**src/rtl/ascon_output_unpacker.sv**
```systemverilog
// ascon_output_unpacker: buffers ASCON core output blocks in a small FIFO,
// unpacks each block into WORD_WIDTH words behind a valid/ready handshake,
// and latches the final tag.
// Optional build macro ASCON_UNPACK_TAG_CHECK_EN adds the decrypt tag comparator;
// without it auth_valid_o/auth_ok_o are tied low and exp_tag_i is unused.
module ascon_output_unpacker #(
  parameter int unsigned BLOCK_WIDTH = 128,
  parameter int unsigned WORD_WIDTH  = 32,
  parameter int unsigned TAG_WIDTH   = 128,
  parameter int unsigned DEPTH       = 4
) (
  input  logic                         clk,
  input  logic                         rst_n,
  input  logic                         clear_i,
  input  logic                         decrypt_i,
  input  logic [BLOCK_WIDTH-1:0]       blk_data_i,
  input  logic                         blk_valid_i,
  input  logic [TAG_WIDTH-1:0]         tag_i,
  input  logic                         tag_valid_i,
  input  logic [TAG_WIDTH-1:0]         exp_tag_i,
  output logic [WORD_WIDTH-1:0]        word_o,
  output logic                         word_valid_o,
  input  logic                         word_ready_i,
  output logic                         word_last_o,
  output logic [$clog2(DEPTH+1)-1:0]   count_o,
  output logic                         overflow_o,
  output logic [TAG_WIDTH-1:0]         tag_o,
  output logic                         tag_ready_o,
  output logic                         auth_valid_o,
  output logic                         auth_ok_o
);

  localparam int unsigned WORDS = BLOCK_WIDTH / WORD_WIDTH;
  localparam int unsigned IDX_W = (WORDS > 1) ? $clog2(WORDS) : 1;
  localparam int unsigned PTR_W = $clog2(DEPTH);
  localparam int unsigned CNT_W = $clog2(DEPTH + 1);

  localparam logic [IDX_W-1:0] IDX_LAST = IDX_W'(WORDS - 1);
  localparam logic [CNT_W-1:0] CNT_FULL = CNT_W'(DEPTH);

  logic [BLOCK_WIDTH-1:0] mem [DEPTH];
  logic [PTR_W-1:0]       wr_ptr;
  logic [PTR_W-1:0]       rd_ptr;
  logic [CNT_W-1:0]       count_q;
  logic [IDX_W-1:0]       idx_q;
  logic                   overflow_q;
  logic [TAG_WIDTH-1:0]   tag_q;
  logic                   tag_ready_q;

  logic [WORD_WIDTH-1:0]  head_words [WORDS];
  logic                   has_data;
  logic                   xfer;
  logic                   pop;
  logic                   push;
  logic                   drop;

  // Handshake decode: a pop frees a slot for a same-cycle push; clear wins over both
  always_comb begin
    has_data = (count_q != '0);
    xfer     = has_data && word_ready_i;
    pop      = xfer && (idx_q == IDX_LAST);
    push     = blk_valid_i && !clear_i && ((count_q != CNT_FULL) || pop);
    drop     = blk_valid_i && !clear_i && !push;
  end

  // Block storage; contents are only observed through word_o while count is nonzero
  always_ff @(posedge clk) begin
    if (push) begin
      mem[wr_ptr] <= blk_data_i;
    end
  end

  // Slice the head block into words, word 0 being the least-significant slice
  always_comb begin
    for (int k = 0; k < WORDS; k++) begin
      head_words[k] = mem[rd_ptr][k*WORD_WIDTH +: WORD_WIDTH];
    end
  end

  // FIFO pointers, occupancy, word index and sticky overflow
  always_ff @(posedge clk or negedge rst_n) begin
    if (!rst_n) begin
      wr_ptr     <= '0;
      rd_ptr     <= '0;
      count_q    <= '0;
      idx_q      <= '0;
      overflow_q <= 1'b0;
    end else if (clear_i) begin
      wr_ptr     <= '0;
      rd_ptr     <= '0;
      count_q    <= '0;
      idx_q      <= '0;
      overflow_q <= 1'b0;
    end else begin
      if (push) begin
        wr_ptr <= wr_ptr + PTR_W'(1);
      end
      if (pop) begin
        rd_ptr <= rd_ptr + PTR_W'(1);
      end
      unique case ({push, pop})
        2'b10:   count_q <= count_q + CNT_W'(1);
        2'b01:   count_q <= count_q - CNT_W'(1);
        default: count_q <= count_q;
      endcase
      if (xfer) begin
        idx_q <= pop ? '0 : idx_q + IDX_W'(1);
      end
      if (drop) begin
        overflow_q <= 1'b1;
      end
    end
  end

  // Tag capture; a later pulse overwrites the held tag
  always_ff @(posedge clk or negedge rst_n) begin
    if (!rst_n) begin
      tag_q       <= '0;
      tag_ready_q <= 1'b0;
    end else if (clear_i) begin
      tag_q       <= '0;
      tag_ready_q <= 1'b0;
    end else if (tag_valid_i) begin
      tag_q       <= tag_i;
      tag_ready_q <= 1'b1;
    end
  end

`ifdef ASCON_UNPACK_TAG_CHECK_EN
  logic auth_valid_q;
  logic auth_ok_q;

  // Decrypt tag check; result held until clear, re-evaluated by later decrypt tags
  always_ff @(posedge clk or negedge rst_n) begin
    if (!rst_n) begin
      auth_valid_q <= 1'b0;
      auth_ok_q    <= 1'b0;
    end else if (clear_i) begin
      auth_valid_q <= 1'b0;
      auth_ok_q    <= 1'b0;
    end else if (tag_valid_i && decrypt_i) begin
      auth_valid_q <= 1'b1;
      auth_ok_q    <= (tag_i == exp_tag_i);
    end
  end

  assign auth_valid_o = auth_valid_q;
  assign auth_ok_o    = auth_ok_q;
`else
  logic unused_tag_check;

  // No comparator in this build; expected tag and direction are ignored
  assign unused_tag_check = ^{exp_tag_i, decrypt_i};
  assign auth_valid_o     = 1'b0;
  assign auth_ok_o        = 1'b0;
`endif

  // Output view; word_o is forced to zero while nothing is buffered
  assign word_valid_o = has_data;
  assign word_o       = has_data ? head_words[idx_q] : '0;
  assign word_last_o  = has_data && (idx_q == IDX_LAST);
  assign count_o      = count_q;
  assign overflow_o   = overflow_q;
  assign tag_o        = tag_q;
  assign tag_ready_o  = tag_ready_q;

endmodule

```
**config.mk**
```make
export PLATFORM = sky130hd
export DESIGN_NAME = ascon_output_unpacker
export DESIGN_NICKNAME = d
export VERILOG_FILES = /design/src/rtl/ascon_output_unpacker.sv
export SDC_FILE = /design/constraint.sdc
export NUM_CORES = 1
export LEC_CHECK = 0
export CORE_MARGIN = 3
export CORE_UTILIZATION = 46
export DETAILED_ROUTE_END_ITERATION = 8
export PLACE_DENSITY = 0.74
export SLEW_MARGIN = 20
export SYNTH_ARGS = -nofsm -noshare
export SYNTH_HDL_FRONTEND = slang
export SYNTH_SLANG_ARGS = --single-unit
```
**constraint.sdc**
```tcl
create_clock -name clk -period 6.65 [get_ports clk]
set_clock_uncertainty 0.2 [all_clocks]
set_input_delay 0.665 -clock clk [delete_from_list [all_inputs] [get_ports clk]]
set_output_delay 0.665 -clock clk [all_outputs]
set_load 0.01 [all_outputs]
```
==> metrics.txt, run 1 <==
synth top area cells edfxtp_1 (62%), dfrtp_1 (14%), mux4_2 (11%), mux2i_1 (5.2%), nor2_1 (2.1%); run status finished clean; Crit path required time just under 6000 ps; GRT Total Usage 21.28%; reg-to-reg startpoint idx_q[0]; Port Buffers roughly 430; r2r worst-path depth 6; DIE AREA about 57000 um^2; Final nets about 2.1k; # IOs between 500 and 600; max-capacitance violation count 0; mapped cell area 24970 um^2; Post-synth EDFFs 512; final instance area roughly 32000 um^2; startpoint types flop; core area about 53000 um^2; crit path DAT around 3800 ps; DRC viols 0; Synth top cells by count edfxtp_1 (512), dfrtp_1 (139), nor2_1 (139); Initial Util roughly 47%; Min-Delay Path Depth 2; post-synth cell types 43; DR iter-0 viols 864; fmax about 220 MHz; area grow syn2layout 29.02%; crit path from rd_ptr[0]; maximum clock path buffer count 3; DP Area about 30000 um^2; final hold slack around 300 ps; non-filler cells, final around 2.5k; first-pass GRT wire length between 80000 and 90000 um; synthesis warning total 0; Core Rows 84; placed insts about 2.3k; Crit. End Element primary output; Hold Path Origin tag_ready_o; global placement routability congestion a little over 0.8; PwrDens 284.3 nW/um^2; detailed-route via count ~13k; antenna violations before repair 21; crit-path max cell delay 900 ps; Vias/cell around 5.4; Cells after Synth 1278; DRT Wirelength roughly 61000 um; Seq/Total Area, Yosys 75.49%; pin count of the biggest net entering global routing 80; Max FO, Critical Path 79; die width roughly 240 um; final worst setup slack between 2000 and 2500 ps; CP cell instances buf_12 -> mux4_2 -> a22oi_1 -> nand2_1 -> clkdlybuf4s50_1; Syn Area/Cell 19.54 um^2; async set-reset flop share out of synthesis 21.35%; Setup Crit Path Kind reg2out; crit path max-delay cell type dfrtp_4; vias in the first global route around 14k; Clock Tree Root clkbuf_16; share of layout cells above drive strength 1 ~15%; post-layout min period about 4600 ps; grt ovf 0; post-route ant nets 0; Leak about 11 nW; Clock Latency Late Sink a little under 600 ps; Final setup viols 0; Min-Delay Path Class reg2reg; DP HPWL around 38000 um; H-tree level count 3; 1st-pass router iterations 6; most common cell in the netlist edfxtp_1; CTS Sinks approximately 650; number of synthesized register bits approximately 650; wire per inst around 25 um; CTS tree built; Clock transition at path regs ~60 ps; Pins Over Slew Limit 0; VDD IR max 0.2150 mV; pre-CTS WS around 2500 ps; Tcrit/Tclk final 69.72%; Worst Max-Slew Pin Slew 1090 ps; Finished Core Util 60.59%; die height about 240 um; Synth top area share 61.56%; post-CTS setup buffer count 0; Slew Limit Headroom between 20% and 30%; most used flip-flop cell after synthesis edfxtp_1; RSZ-0062 raised after global routing no; cell accounting for the most synthesized area edfxtp_1; Setup TNS Final 0 ps; Final Hold Vio Count 0; total CTS buffers about 70; Pwr Total a little over 9 mW
## metal layers
metal	track usage, %	part of all wire (%)	routed length (um)
met4	7.513	3.2	1932
met5	0	0.28	174
met2	36.23	50	30790
met1	25.41	37	22740
met3	7.257	8.9	5460
## critical path, delay by kind of cell, from the launching register on
| family | cells | cell delay, ps |
|---|---|---|
| flip-flops | 1 | 900 |
| buffers and inverters | 2 | 1080 |
| multiplexers | 1 | 590 |
| AO/OA/AOI/OAI | 1 | 380 |
| AND/OR/NAND/NOR | 1 | 150 |
## cell usage in the layout, fill, tap and decap left out, types with 2 or more instances in the layout
master	synthesis	layout
nand2_1	36	36
conb_1	1	2
inv_6	0	2
clkinv_1	0	14
nor2b_1	2	2
nor2_1	139	138
clkbuf_8	0	5
clkdlybuf4s50_1	0	425
clkinv_8	0	2
mux2i_1	130	130
clkinv_2	0	9
buf_4	5	14
o31ai_1	2	2
clkinvlp_4	0	3
a21oi_1	8	8
buf_12	0	3
clkbuf_1	24	12
inv_1	3	3
and2_4	0	4
dfrtp_1	139	137
buf_6	7	2
nand3_1	2	2
mux4_2	127	127
o21ai_0	2	2
diode_2	0	7
edfxtp_1	512	512
clkbuf_16	0	72
ha_1	5	5
and2_1	6	2
bufinv_16	0	6
dfrtp_4	0	2
xor2_1	2	2
a22oi_1	63	63
## kinds of logic (layout without fill, tap and decap cells)
group	after synthesis	after routing	synth area share, %
XOR/XNOR	3	3	0.1052
flip-flops	651	651	75.49
buffers and inverters	81	576	1.678
other	1	9	0.01502
AO/OA/AOI/OAI	81	81	2.355
multiplexers	259	259	16.77
AND/OR/NAND/NOR	196	196	3.257
adder cells (fa/ha/maj)	6	6	0.3307
## power by group
part	total, mW	switching, mW	internal (mW)
sequential	4.61	0.0553	4.56
combinational	0.729	0.351	0.378
clock	3.82	1.55	2.28
## cell type report
class	instances	area [um^2]
clock buffers	89	1916
flip-flops and latches	651	18860
clock inverters	38	365.4
inverters	4	15.01
diodes	7	17.52
repair buffers	445	4452
fillers	3792	20960
well taps	688	860.8
multi-input cells	547	5736
## timing repair
item                                    in CTS  in global routing
endpoints found under the setup margin       0                  0
endpoints found under the hold margin       66                  0
hold buffers                                 1                  0
gates resized for setup                      0                  0
## flip-flops by register name (all words and copies together) (netlist names)
name / flops
mem: 512
idx_q: 2
tag_o: 128
wr_ptr: 2
count_o: 3
overflow_o: 1
rd_ptr: 2
tag_ready_o: 1
## worst paths after layout
kind / endpoint / slack (ps)
min in group asynchronous: tag_o[62] / 450
max reg2reg: mem[2][107] / 3020
max: word_o[20] / 2010
min reg2reg: tag_ready_o / 300
max in group asynchronous: tag_o[58] / 4430
min: tag_ready_o / 300
(Power assumes the default switching activity.)
==> inputs of run 2 (changes only) <==
clock period = 4.45 ns   (was 6.65 ns; I/O delays follow)
==> run 2 against run 1 <==
Effect of this change: cell count grew 0.45%; combinational power grew 52%; utilization grew 0.43 points; global-route usage grew 0.67 points; setup slack lost 1600 ps; critical path type unchanged.
==> metrics.txt, run 2 (same netlist as run 1, synthesis figures left out) <==
startpoint types flop; Hold Path Origin clear_i; grt ovf 0 (unchanged); Initial Util 46.96% (unchanged); Net Switching 2.906 mW (+49%); Clock Latency Late Sink 590 ps (about the same); Crit. End Element primary output; total CTS buffers 69 (unchanged); CTS Sinks 651 (unchanged); hold buffer count at CTS 1 (unchanged); Slew Limit Headroom 33.27% (+5.9 points); antenna violations before repair 27 (+29%); commonest non-fill, non-tap cell in the layout edfxtp_1; WHS Endpoint tag_o[52]; Min-Delay Path Depth 2 (unchanged); DP HPWL 41370 um (+8.0%); # IOs 560 (unchanged); global placement routability congestion 0.7799 (-3.4%); max-capacitance violation count 0 (unchanged); GRT Total Usage 21.95% (+0.67 points); die width 239.0 um (unchanged); DR iter-0 viols 961 (+11%); DRC viols 0 (unchanged); pre-CTS WS 1047 ps (-1464 ps); share of layout cells above drive strength 1 15.47% (+0.65 points); Port Buffers 428 (unchanged); first-pass GRT wire length 91690 um (+2.4%); wire per inst 25.16 um (+1.7%); Flop pwr share 50.4% (about the same); Clock power frac 41.5% (-0.2 points); Storage cell area 18860 um^2 (unchanged); post-route ant nets 0 (unchanged); Final nets 2126 (+0.52%); Combinational Power Share 8.1% (about the same); H-tree level count 3 (unchanged); post-CTS setup buffer count 0 (unchanged); Final setup viols 0 (unchanged); Setup TNS Final 0 ps (unchanged); CTS tree built; Top reg by flops mem; PwrDens 421.4 nW/um^2 (+48%); max reg flops 512 (unchanged); fill cell count 3764 (-0.74%); DIE AREA 57120 um^2 (unchanged); reg-to-reg startpoint idx_q[0]; Core Rows 84 (unchanged); fmax 248.5 MHz; core area 53180 um^2 (unchanged); r2r worst-path depth 6 (unchanged); Crit path required time 3810 ps (-1970 ps); RSZ-0062 raised after global routing no; DRT Wirelength 62390 um (+2.1%); 1st-pass router iterations 5 (-1); post_cts resized 0 (unchanged); Worst Max-Slew Pin Slew 1001 ps (-88.58 ps); Tcrit/Tclk final around nine tenths; most frequent cells in the layout edfxtp_1 (512), clkdlybuf4s50_1 (425), nor2_1 (138); Setup Crit Path Kind reg2out; vias in the first global route 14.22k (+0.44%); P_int 10.77 mW (+49%); run status finished clean; FF-to-FF setup slack 1220 ps (-1800 ps); Clock transition at path regs 60 ps (about the same); Final Hold Vio Count 0 (unchanged); Clock Tree Root clkbuf_16; VDD IR max 0.3121 mV (+45%); post-layout min period just over 4000 ps; final worst setup slack 426.6 ps (-1587 ps); multi-input logic area 5736 um^2 (unchanged); detailed-route via count 13.45k (+0.13%); Leak 11.51 nW (+0.84%); Min-Delay Path Class in2reg; Max FO, Critical Path 41 (-48%); maximum clock path buffer count 3 (unchanged); area grow syn2layout 29.93%; switching share of total power 21.25% (-0.043 points); R2R Path End mem[3][5]; crit path DAT 3380 ps (-390 ps); Vias/cell 5.421 (-0.32%); pin count of the biggest net entering global routing 99 (+24%); die height 239.0 um (unchanged); Pins Over Slew Limit 0 (unchanged)
-- run 2: changes by cell type in the layout (fill, tap and decap cells not counted), sizes merged --
cell,change
clkbuf,-4
diode,+1
buf,+11
bufinv,-1
clkinvlp,+1
inv,+1
clkinv,+2
-- run 2: worst max path at each step --
stage / start / to / depth (start not counted)
after floorplan: idx_q[1] / mem[0][0] / 5
after global placement: rd_ptr[0] / word_o[22] / 5
after detailed placement: rd_ptr[0] / word_o[14] / 5
after CTS: rd_ptr[0] / word_o[14] / 5
after global routing: rd_ptr[0] / word_o[14] / 5
final: rd_ptr[0] / word_o[14] / 5
-- run 2: power groups by stage --
stage               logic [mW]  clock network (mW)  registers [mW]
CTS                       1.13                5.82            6.89
detailed placement        1.12                   0            7.01
global placement          1.10                   0            6.99
floorplan                0.385                   0            7.03
finish                    1.11                5.68            6.89
global route              1.19                6.07            6.90
-- run 2: per-stage QoR --
stage          std cells  instance area (um^2)  hold slack [ps]  util [%]  power [mW]
4_1_cts             2472                 32430            72.45     60.98       13.83
5_1_grt             2474                 32430            103.9     60.99       14.16
2_1_floorplan       1279                 24980           -50.59         -       7.414
3_5_place_dp        2345                 30130            291.7     56.66       8.131
3_3_place_gp        2345                 30130            277.4     56.66       8.097
6_report            2480                 32450            108.4     61.02       13.67
-- run 2: per-layer routing --
metal | vias to the layer above | global-route usage [%] | share of wire (%)
met5 | - | 0 | 0.42
met4 | 38 | 7.147 | 3.4
met3 | 141 | 8.549 | 8.9
met2 | 476 | 37.44 | 50
met1 | 6822 | 25.67 | 37
li1 | 5968 | - | -
-- run 2: worst max-delay path, cell delays in order (launching register included) --
cell             delay [ps]
dfrtp_4                 850
buf_12                  380
mux4_2                  550
a22oi_1                 230
nand2_1                 130
clkdlybuf4s50_1         540
-- run 2: layout make-up --
cell class,count,area share [%]
Tap cell,688,2.653
Clock buffer,85,5.954
Antenna cell,8,0.06170
Clock inverter,41,1.087
Sequential cell,651,58.12
Timing Repair Buffer,456,14.40
Inverter,4,0.04627
Multi-Input combinational cell,547,17.68
==> inputs of run 3 (changes only) <==
SLEW_MARGIN = 5   (was 20)
==> results of run 3 <==
No change in the layout: final DEF, timing and power equal those of run 2.
==> variant, RTL diff (flow settings as in run 1) <==
Register the output `count_o` once more; this adds one clock of latency there. The other outputs are not delayed to match.
--- a/src/rtl/ascon_output_unpacker.sv
+++ b/src/rtl/ascon_output_unpacker.sv
@@ -159,7 +159,9 @@
   assign word_valid_o = has_data;
   assign word_o       = has_data ? head_words[idx_q] : '0;
   assign word_last_o  = has_data && (idx_q == IDX_LAST);
-  assign count_o      = count_q;
+  always_ff @(posedge clk) begin
+    count_o <= count_q;
+  end
   assign overflow_o   = overflow_q;
   assign tag_o        = tag_q;
   assign tag_ready_o  = tag_ready_q;
Function: changed (Yosys sat finds a counterexample within 4 cycles, from zero or initial values and one cycle with rst_n low).
==> variant against run 1 <==
  * Total power about the same
  * Utilization rose by 0.15 points
  * Non-clock buffer count rose by 2
  * Final cell count rose by 0.24%
  * Sequential cell count increased by 3
  * Synthesized area rose by 0.25%
  * Setup slack improved by 0.15 ns
  * Critical path depth stayed put
  * Final area is 0.24% higher
  * Routed wire length down 1.2%
  * Critical path type unchanged
  * Highest routed layer unchanged
==> variant: results (changes against run 1) <==
Worst setup path
  – R2R setup slack: 2.93 ns (-0.09 ns)
  – Crit Path Max Fanout: 72 (-8.9%)
  – Crit path DAT: 3.62 ns (-0.15 ns)
  – Delay of the slowest cell on the worst path: 0.80 ns (-0.10 ns)
  – Register-to-Register Path Depth: 6 (unchanged)
  – Reg2reg end: mem[0][75]

Power and ir drop
  – Sw Ratio: 21.2% (-0.057 points)
  – Lkg Pwr: 11.4 nW (+0.27%)
  – Peak supply drop: 0.292 mV (+36%)

STA
  – Slew HR: 28.3% (+0.92 points)

Global routing
  – Largest net degree at the start of global routing: 108 (+35%)
  – Vias in the first global route: 13.9k (-1.5%)
  – Initial antenna violation count: 22 (+4.8%)
  – Total GRT Usage: 21.2% (-0.12 points)
  – First-pass GRT wire length: 89.3 mm (-0.21%)

Layout
  – Final Net Count: 2122 (+0.33%)
  – # fillers: 3780 (-0.32%)

Routing
  – DR iter-0 viols: 922 (+6.7%)
  – First drt pass iteration count: 5 (-1)
  – WL/cell: 24.4 um (-1.4%)
  – Post-DR vias/cell: 5.40 (-0.67%)

Clock network
  – CTS resizes: 0 (unchanged)
  – Number of buffers created by CTS: 71 (+2.9%)

Placed design
  – Gpl congestion: 0.788 (-2.4%)
  – HPWL Detailed: 38.1 mm (-0.52%)

Synthesis
  – Library cells used by synthesis: 45 (+4.7%)
  – Synth top cells by count: 512 x edfxtp_1, 139 x dfrtp_1, 139 x nor2_1
  – Top cells by area, synth: edfxtp_1 61%, dfrtp_1 14%, mux4_2 11%, mux2i_1 5.2%, nor2_1 2.1%
  – Sequential-to-total area share from yosys stat: 75.5% (about the same)
  – Async S/R FF share, synth: 21.3% (-0.098 points)

Worst hold path
  – Hold path startpoint: overflow_o

Status
  – Status: complete, no violations
variant: cell count changes after synthesis, sizes merged:
cell	delta
clkbuf	+2
buf	-2
dfxtp	+3
variant: metal layers:
layer	routed length [um]	vias to the layer above	GRT usage, %
li1	-	5965	-
met1	22600	6769	26.2
met2	30500	505	35.0
met3	5500	110	7.38
met4	1640	22	7.26
met5	134	-	0
variant: per-stage QoR:
step / hold slack [ns] / power, mW / instance area (um2) / setup WS [ns] / cells
2_1_floorplan: 0.169 / 4.99 / 25000 / 1.71 / 1282
3_3_place_gp: 0.277 / 5.42 / 30000 / 2.53 / 2339
3_5_place_dp: 0.305 / 5.45 / 30000 / 2.54 / 2339
4_1_cts: 0.273 / 9.26 / 32300 / 2.03 / 2466
5_1_grt: 0.311 / 9.50 / 32300 / 1.89 / 2469
6_report: 0.312 / 9.15 / 32300 / 2.17 / 2475
variant: worst reg2reg max path, cell delays in order (launching register included):
cell,delay (ns)
dfrtp_1,0.59
ha_1,0.30
and2_0,0.34
nor2_2,0.09
nor3b_2,0.36
and2_4,0.77
buf_4,0.69
variant: kinds of logic (layout without fill, tap and decap cells):
logic type	after synthesis	after routing	share of synthesized area (%)
buffers and inverters	81	577	1.66
AND/OR/NAND/NOR	196	196	3.25
other	1	11	0.0150
flip-flops	654	654	75.5
AO/OA/AOI/OAI	81	81	2.37
adder cells (fa/ha/maj)	6	6	0.330
multiplexers	259	259	16.7
XOR/XNOR	3	3	0.105
variant: cell type report:
type	count	share of cell area (%)
Sequential cell	654	58.6
Multi-Input combinational cell	547	17.8
Timing Repair Buffer	447	13.8
Clock buffer	99	6.17
Tap cell	688	2.67
Clock inverter	27	0.864
Antenna cell	9	0.0697
Inverter	4	0.0465
